<file path="src/rtl/regfile.sv">
`default_nettype none
// ============================================================================
// Module   : regfile
// Purpose  : Architectural integer register file x0..x31. Two combinational
//            read ports for ID with same-cycle bypass of the WB write, one
//            write port for WB. After reset the array is cleared and the
//            pipeline is held through stall_from_reg until clearing is done.
// Config   : REGFILE_FAST_INIT_EN - when defined, the array clears in parallel
//            while reset is held and the CLEAR sweep state is skipped.
//            Default (undefined): one register cleared per ready cycle.
// Revision : 1.0 - initial release
// ============================================================================
module regfile #(
    parameter int REG_NUM = 32,
    parameter int ADDR_W  = 5,
    parameter int DATA_W  = 32
) (
    input  logic              clk_in,
    input  logic              rst_in,
    input  logic              rdy_in,
    input  logic              reg1_reador_not,
    input  logic [ADDR_W-1:0] reg1addr,
    output logic [DATA_W-1:0] reg1_data,
    input  logic              reg2_reador_not,
    input  logic [ADDR_W-1:0] reg2addr,
    output logic [DATA_W-1:0] reg2_data,
    input  logic              write_rsd_in,
    input  logic [ADDR_W-1:0] rsd_addr_in,
    input  logic [DATA_W-1:0] rsd_data_in,
    output logic              stall_from_reg
);

    localparam logic [1:0] c_ST_RESET = 2'd0;
    localparam logic [1:0] c_ST_CLEAR = 2'd1;
    localparam logic [1:0] c_ST_READY = 2'd2;

    localparam logic [ADDR_W-1:0] c_ZERO_ADDR = '0;

    logic [1:0]        r_state;
    logic [DATA_W-1:0] r_mem [0:REG_NUM-1];

    logic              w_wr_en;
    logic [DATA_W-1:0] w_rd1;
    logic [DATA_W-1:0] w_rd2;

    // A WB write is architecturally effective only when ready and not to x0.
    assign w_wr_en = (r_state == c_ST_READY) && rdy_in && write_rsd_in
                     && (rsd_addr_in != c_ZERO_ADDR);

`ifdef REGFILE_FAST_INIT_EN

    // Control FSM: reset goes straight to READY, the array is cleared during reset.
    always_ff @(posedge clk_in) begin
        if (!rst_in) begin
            r_state <= c_ST_RESET;
        end else if (rdy_in) begin
            case (r_state)
                c_ST_RESET: r_state <= c_ST_READY;
                c_ST_READY: r_state <= c_ST_READY;
                default:    r_state <= c_ST_RESET;
            endcase
        end
    end

    // Storage: parallel clear of x1..x31 while reset is held, WB writes in READY.
    always_ff @(posedge clk_in) begin
        if (!rst_in) begin
            for (int i = 1; i < REG_NUM; i++) begin
                r_mem[i] <= '0;
            end
        end else if (w_wr_en) begin
            r_mem[rsd_addr_in] <= rsd_data_in;
        end
    end

`else

    localparam logic [ADDR_W-1:0] c_FIRST_IDX = ADDR_W'(1);
    localparam logic [ADDR_W-1:0] c_LAST_IDX  = ADDR_W'(REG_NUM - 1);

    logic [ADDR_W-1:0] r_clr_ptr;

    // Control FSM and sweep pointer; rdy_in low freezes both.
    always_ff @(posedge clk_in) begin
        if (!rst_in) begin
            r_state   <= c_ST_RESET;
            r_clr_ptr <= c_FIRST_IDX;
        end else if (rdy_in) begin
            case (r_state)
                c_ST_RESET: r_state <= c_ST_CLEAR;
                c_ST_CLEAR: begin
                    if (r_clr_ptr == c_LAST_IDX) begin
                        // Last register cleared: stop here rather than wrap.
                        r_state   <= c_ST_READY;
                        r_clr_ptr <= c_FIRST_IDX;
                    end else begin
                        r_clr_ptr <= r_clr_ptr + c_FIRST_IDX;
                    end
                end
                c_ST_READY: r_state <= c_ST_READY;
                default:    r_state <= c_ST_RESET;
            endcase
        end
    end

    // Storage: one register cleared per ready cycle in CLEAR, WB writes in READY.
    always_ff @(posedge clk_in) begin
        if (rst_in && rdy_in && (r_state == c_ST_CLEAR)) begin
            r_mem[r_clr_ptr] <= '0;
        end else if (rst_in && w_wr_en) begin
            r_mem[rsd_addr_in] <= rsd_data_in;
        end
    end

`endif

    // Read port 1: gated by state, enable and x0, then bypass, then array.
    always_comb begin
        w_rd1 = '0;
        if ((r_state == c_ST_READY) && reg1_reador_not && (reg1addr != c_ZERO_ADDR)) begin
            if (write_rsd_in && rdy_in && (rsd_addr_in == reg1addr)) begin
                w_rd1 = rsd_data_in;
            end else begin
                w_rd1 = r_mem[reg1addr];
            end
        end
    end

    // Read port 2: identical priority to port 1.
    always_comb begin
        w_rd2 = '0;
        if ((r_state == c_ST_READY) && reg2_reador_not && (reg2addr != c_ZERO_ADDR)) begin
            if (write_rsd_in && rdy_in && (rsd_addr_in == reg2addr)) begin
                w_rd2 = rsd_data_in;
            end else begin
                w_rd2 = r_mem[reg2addr];
            end
        end
    end

    assign reg1_data      = w_rd1;
    assign reg2_data      = w_rd2;
    assign stall_from_reg = (r_state != c_ST_READY);

endmodule
`default_nettype wire

</file>
<file path="config.mk">
export PLATFORM = sky130hd
export DESIGN_NAME = regfile
export DESIGN_NICKNAME = d
export VERILOG_FILES = /design/src/rtl/regfile.sv
export SDC_FILE = /design/constraint.sdc
export NUM_CORES = 1
export LEC_CHECK = 0
export ABC_AREA = 0
export BUFFER_PORTS_ARGS = -buffer_cell sky130_fd_sc_hd__buf_2
export CORE_ASPECT_RATIO = 1.75
export CORE_UTILIZATION = 25
export CTS_CLUSTER_SIZE = 20
export DETAILED_ROUTE_END_ITERATION = 6
export GPL_TIMING_DRIVEN = 0
export PLACE_DENSITY = 0.44
export SLEW_MARGIN = 10
export SYNTH_ARGS = -nofsm -noshare
export SYNTH_HDL_FRONTEND = slang
export SYNTH_SLANG_ARGS = --single-unit
</file>
<file path="constraint.sdc">
create_clock -name clk_in -period 5.35 [get_ports clk_in]
set_input_delay 1.07 -clock clk_in [delete_from_list [all_inputs] [get_ports clk_in]]
set_output_delay 1.07 -clock clk_in [all_outputs]
set_load 0.01 [all_outputs]
</file>
==> After elaboration in Yosys (flattened, before gate mapping) <==
Memories as Yosys holds them, arrays and structs flattened.
Index checks and enable logic that the tools add are counted.
W data, S select, Z words.
{ "op_classes": {"addsub": 1, "eq_ne": 7, "muxes": 15, "n_reduce_logical": 20} }
{ "op_table": {"columns": ["op", "count"], "rows": [
  ["$mux W32", 5],
  ["$reduce_or A32 Y1", 1],
  ["$reduce_bool A5 Y1", 3],
  ["$logic_and A1 B1 Y1", 13],
  ["$eq A5 B5 Y1", 2],
  ["$mux W5", 2],
  ["$mux W1", 6],
  ["$pmux W2 S3", 1],
  ["$add A5 B1 Y5 const B", 1],
  ["$eq A5 B5 Y1 const B", 1],
  ["$ne A2 B2 Y1 const B", 2],
  ["$reduce_and A2 Y1", 2],
  ["$eq A2 B1 Y1 const B", 1],
  ["$eq A2 B2 Y1 const B", 1],
  ["$logic_not A2 Y1", 1],
  ["$mux W2", 1]
]} }
{ "word_totals": {"register_bits": 7, "mem_bits_rw": 1024, "in_bits": 53, "output_inout_bits": 65, "word_cells": 46, "memories": 1} }
{ "memory_table": {"columns": ["memory", "depth", "word_bits", "rd", "rd_clocked_by_memory_dff", "write_ports", "line", "text"], "rows": [
  ["r_mem", 32, 32, 2, 0, 1, "40", "logic [DATA_W-1:0] r_mem [0:REG_NUM-1];"]
]} }

==> Longest topological paths before layout <==
{ "depth": {"word_depth": 10, "ltp_mapped": 10, "ltp_nobuf": 7} }

==> Worst setup path after synthesis <==
Ideal clock, no wire load.
{ "synth_timing": {"path_kind": "input to register", "startpoint": "input rsd_addr_in[3]", "endpoint": "memory r_mem[23][0], enable pin", "setup_ns": 0.421, "t_arrival_ns": 3.817, "required_time_ns": 4.929, "setup_slack_ns": 1.112, "stages": 7, "n_path_buf": 2, "path_cell_list": "clkbuf_1 -> nor4_1 -> a211oi_2 -> buf_2 -> mux2i_1 -> nand2_1 -> nor2_1"} }
{ "synth_between": {"elab_chain_cells": 8, "word_cells_on_any_way": 9, "classes_between": "5 x mux; 4 x reduce/logical"} }
{ "synth_rtl": {"columns": ["item", "line", "text"], "rows": [
  ["start: declaration", "28", "input logic [ADDR_W-1:0] rsd_addr_in,"],
  ["$reduce_bool A5 Y1", "48", "&& (rsd_addr_in != c_ZERO_ADDR);"],
  ["$logic_and A1 B1 Y1", "48", null],
  ["$logic_and A1 B1 Y1", "110", "end else if (rst_in && w_wr_en) begin"],
  ["$mux W1", "110", null],
  ["$mux W1", "108", "if (rst_in && rdy_in && (r_state == c_ST_CLEAR)) begin"],
  ["$mux W1 (implied by the code)", "111", "r_mem[rsd_addr_in] <= rsd_data_in;"],
  ["$reduce_or A32 Y1 (no source line)", null, null],
  ["$mux W5 (no source line) / $mux W1 (equally long branches)", null, null],
  ["end: declaration", "40", null]
]} }
Parallel ways exist; a longest one is shown, timed or not.

==> Worst setup path in the final report <==
{ "layout_timing": {"startpoint": "input reg2addr[1]", "endpoint": "output reg2_data[9]"} }
{ "layout_between": {"elab_chain_cells": 4, "word_cells_on_any_way": 7, "classes_between": "1 x eq/ne; 2 x mux; 3 x reduce/logical; 1 x memory"} }
{ "layout_rtl": {"columns": ["item", "line", "text"], "rows": [
  ["start: declaration", "25", "input logic [ADDR_W-1:0] reg2addr,"],
  ["parallel branches: the longest is 3 deep, another holds $mem_v2 Z32 W32", null, null],
  ["$mux W32 *", "132", "if ((r_state == c_ST_READY) && reg2_reador_not && (reg2addr != c_ZERO_ADDR)) begin"],
  ["end: declaration", "26", "output logic [DATA_W-1:0] reg2_data,"]
]} }
Mark *: on every way between the ends.

==> flow_summary_export.csv <==
group,metric,value,unit
sta,final_max_slew_viol_count,0,
routing,drtIter0Drc,2596,
logic_synthesis,synth_nets,2840,
power,worst_ir_drop_vdd,219,µV
critical_path,path_delay_family,"buffers and inverters",
sta,grt_setup_unrepaired,"no",
sta,max-slew-margin-rel,11.1,%
routing,avgRoutedWirePerCell,35.3,µm
logic_synthesis,synth_cell_type_count,54,
power,power_density,292,nW/µm²
cts,cts_buffers,92,
critical_path,cp-start-kind,"primary input",
sta,setup_viol,5,
sta,finalCritPeriodShare,101,%
global_route,overflow,0,
critical_path,criticalPathCategory,"in2out",
routing,viasPerCell,5.30,
critical_path,cp.buffers_inverters,4,
placement,dpl.hpwl,153,mm
power,total_power,16.7,mW
sta,worst_slack,-0.0385,ns
layout,fin_cells,5708,
critical_path,slowest_stage,"clkbuf_1",
sta,fmax,0.186,GHz
logic_synthesis,synthCells,2782,
sta,hold_violations,0,
placement,dp.cells,5541,
floorplanning,design.portCount,118,
global_route,grt_pass1_vias,31600,
sta,setup_tns,-0.123,ns
cts,cts_tree,"yes",
layout,finalInstanceArea,57200,µm²
worst_hold_path,hold_path_class,"reg2reg",
floorplanning,die_area,198000,µm²
sta,finClkSkew,0.0231,ns
floorplanning,row_count,214,
cts,clock_sinks,1031,
critical_path,path_cells,"buf_2 -> nor2b_1 -> clkbuf_1 -> clkbuf_1 -> a221oi_1 -> a22oi_1 -> a21oi_1 -> a211o_1 -> buf_2",
logic_synthesis,async_flop_share,0,%
outcome,violations,"negative setup slack",
critical_path,arrival,4.32,ns
placement,gp_congestion,0.839,
routing,drt-total-wl,201,mm
placement,dp_slack,-0.500,ns
layout,drive_above_1_share,27.9,%
global_route,track_usage,20.1,%
floorplanning,initial_core_util,25.2,%
cts,path_clk_slew,0.07,ns
placement,post_dp_cell_area,54200,µm²
logic_synthesis,netlist_top_cells_area,"edfxtp_1, mux4_2, mux2i_1, a221oi_1, a22oi_1",
layout,nNetsFinal,3104,
critical_path,crit_required,4.28,ns
logic_synthesis,ys_seq_elements,1031,
cts,clk_path_buf_depth,3,
logic_synthesis,syn_area,49000,µm²
global_route,antenna_found_initial,24,
critical_path,critPathMaxFanout,10,
floorplanning,core,194000,µm²
routing,ant_nets,0,
placement,port_buffers,107,
logic_synthesis,seq_area_frac_synth,63.1,%
logic_synthesis,yosysMostFrequentCell,"edfxtp_1",
logic_synthesis,synth-edff-count,1024,
power,leakagePower,16.7,nW
cts,insertion_delay,0.71,ns
cts,root_buffer,"clkbuf_16",
floorplanning,die_y,588,µm
global_route,grt_max_degree,33,
cts,htreeDepth,3,
logic_synthesis,netlist_top_cells_count,"edfxtp_1, mux4_2, mux2i_1",
logic_synthesis,yosysWarnings,0,
global_route,grt_first_pass_wirelength,269,mm
logic_synthesis,syn_area_per_cell,17.6,µm²
routing,vias,30300,
outcome,status,"complete, but fails checks",
sta,period_minus_slack,5.39,ns
routing,drc,0,
logic_synthesis,synth_ff_type,"edfxtp_1",
job,maxCapViolations,0,
floorplanning,die_w,337,µm
sta,whs,0.547,ns
layout,synthToLayoutAreaGrowth,16.7,%
routing,drt_first_pass_iters,5,
critical_path,endpoint_kind,"output port",
critical_path,cpPeakStageDelay,0.71,ns
cts,ctsHoldBuffers,0,
logic_synthesis,synth_top_cell_by_area,"edfxtp_1",
logic_synthesis,synth_top_area_share,62.8,%
sta,worstMarginPinSlew,1.33,ns
layout,fin_util,29.4,%
logic make-up after synthesis:
group	Yosys count	synth area share [%]
AOI/OAI and AO/OA	557	8.28
xor gates and xnor gates	10	0.179
and+or+nand+nor	252	2.59
muxes	682	23.1
buffers and inverters	245	2.61
DFF	1031	63.1
adders and majority gates	5	0.128
worst reg2reg max path, stage by stage (launching register included):
cell      delay [ns]
dfxtp_1         0.33
inv_1           0.08
ha_1            0.44
nand4_1         0.24
a211oi_2        0.57
buf_2           0.44
clkbuf_1        1.01
and2_1          1.07
layer usage:
layer / wire length (µm) / GRT usage (%) / vias to the layer above
met5: 91 / 0 / -
met4: 9980 / 9.15 / 14
met3: 9010 / 2.18 / 377
met2: 115000 / 39.8 / 1063
met1: 67100 / 20.5 / 16400
li1: - / - / 12400
flip-flops by register name, summed over array words and instances (netlist names):
| signal | cells |
|---|---|
| r_mem | 1024 |
| r_state | 2 |
| r_clr_ptr | 5 |
cells in the final DEF (no fill, tap or decap), drive strengths merged, types with 3 or more instances in the layout:
| cell | n |
|---|---|
| a211o | 62 |
| a211oi | 3 |
| a21boi | 4 |
| a21oi | 95 |
| a221oi | 124 |
| a22oi | 93 |
| a31oi | 36 |
| and2 | 33 |
| buf | 283 |
| bufinv | 5 |
| clkbuf | 229 |
| clkdlybuf4s15 | 5 |
| clkinv | 29 |
| dfxtp | 7 |
| diode | 13 |
| edfxtp | 1024 |
| ha | 5 |
| inv | 12 |
| mux2 | 32 |
| mux2i | 293 |
| mux4 | 357 |
| nand2 | 22 |
| nand2b | 6 |
| nand3 | 5 |
| nand4 | 3 |
| nor2 | 73 |
| nor2b | 5 |
| nor3 | 65 |
| o2111ai | 3 |
| o211ai | 3 |
| o21ai | 38 |
| o21bai | 31 |
| o221ai | 31 |
| o22ai | 31 |
| or3 | 31 |
| xnor2 | 10 |
area by class of cell:
class | instances | area [µm²]
well taps | 2592 | 3240
repair buffers | 170 | 1790
clock inverters | 36 | 298
diodes | 13 | 32.5
inverters | 12 | 45.0
plain buffers | 233 | 1300
flip-flops and latches | 1031 | 30900
fillers | 19300 | 137000
clock buffers | 115 | 2450
multi-input cells | 1506 | 17100
power by group:
part	switching, mW	internal (mW)	leakage (nW)
logic	0.889	0.415	7.74
clock network	3.13	3.46	1.35
registers	0.00764	8.77	7.66
path summary, 6_finish.rpt:
path,startpoint,end,slack (ns),cells past startpoint
worst max-delay path,reg2addr[1],reg2_data[9],-0.04,9
worst max register to register,r_state[0],r_mem[20][3],0.80,7
worst min register to register,r_clr_ptr[1],r_clr_ptr[1],0.55,2
worst min-delay path,r_clr_ptr[1],r_clr_ptr[1],0.55,2
timing repair:
item / in CTS / in global routing
setup buffers: 0 / 1
endpoints found under the hold margin: 0 / 0
endpoints found under the setup margin: 62 / 15
pin swaps: 0 / 1
cloned: 0 / 0
gates resized for setup: 33 / 13
(Power assumes the default switching activity.)
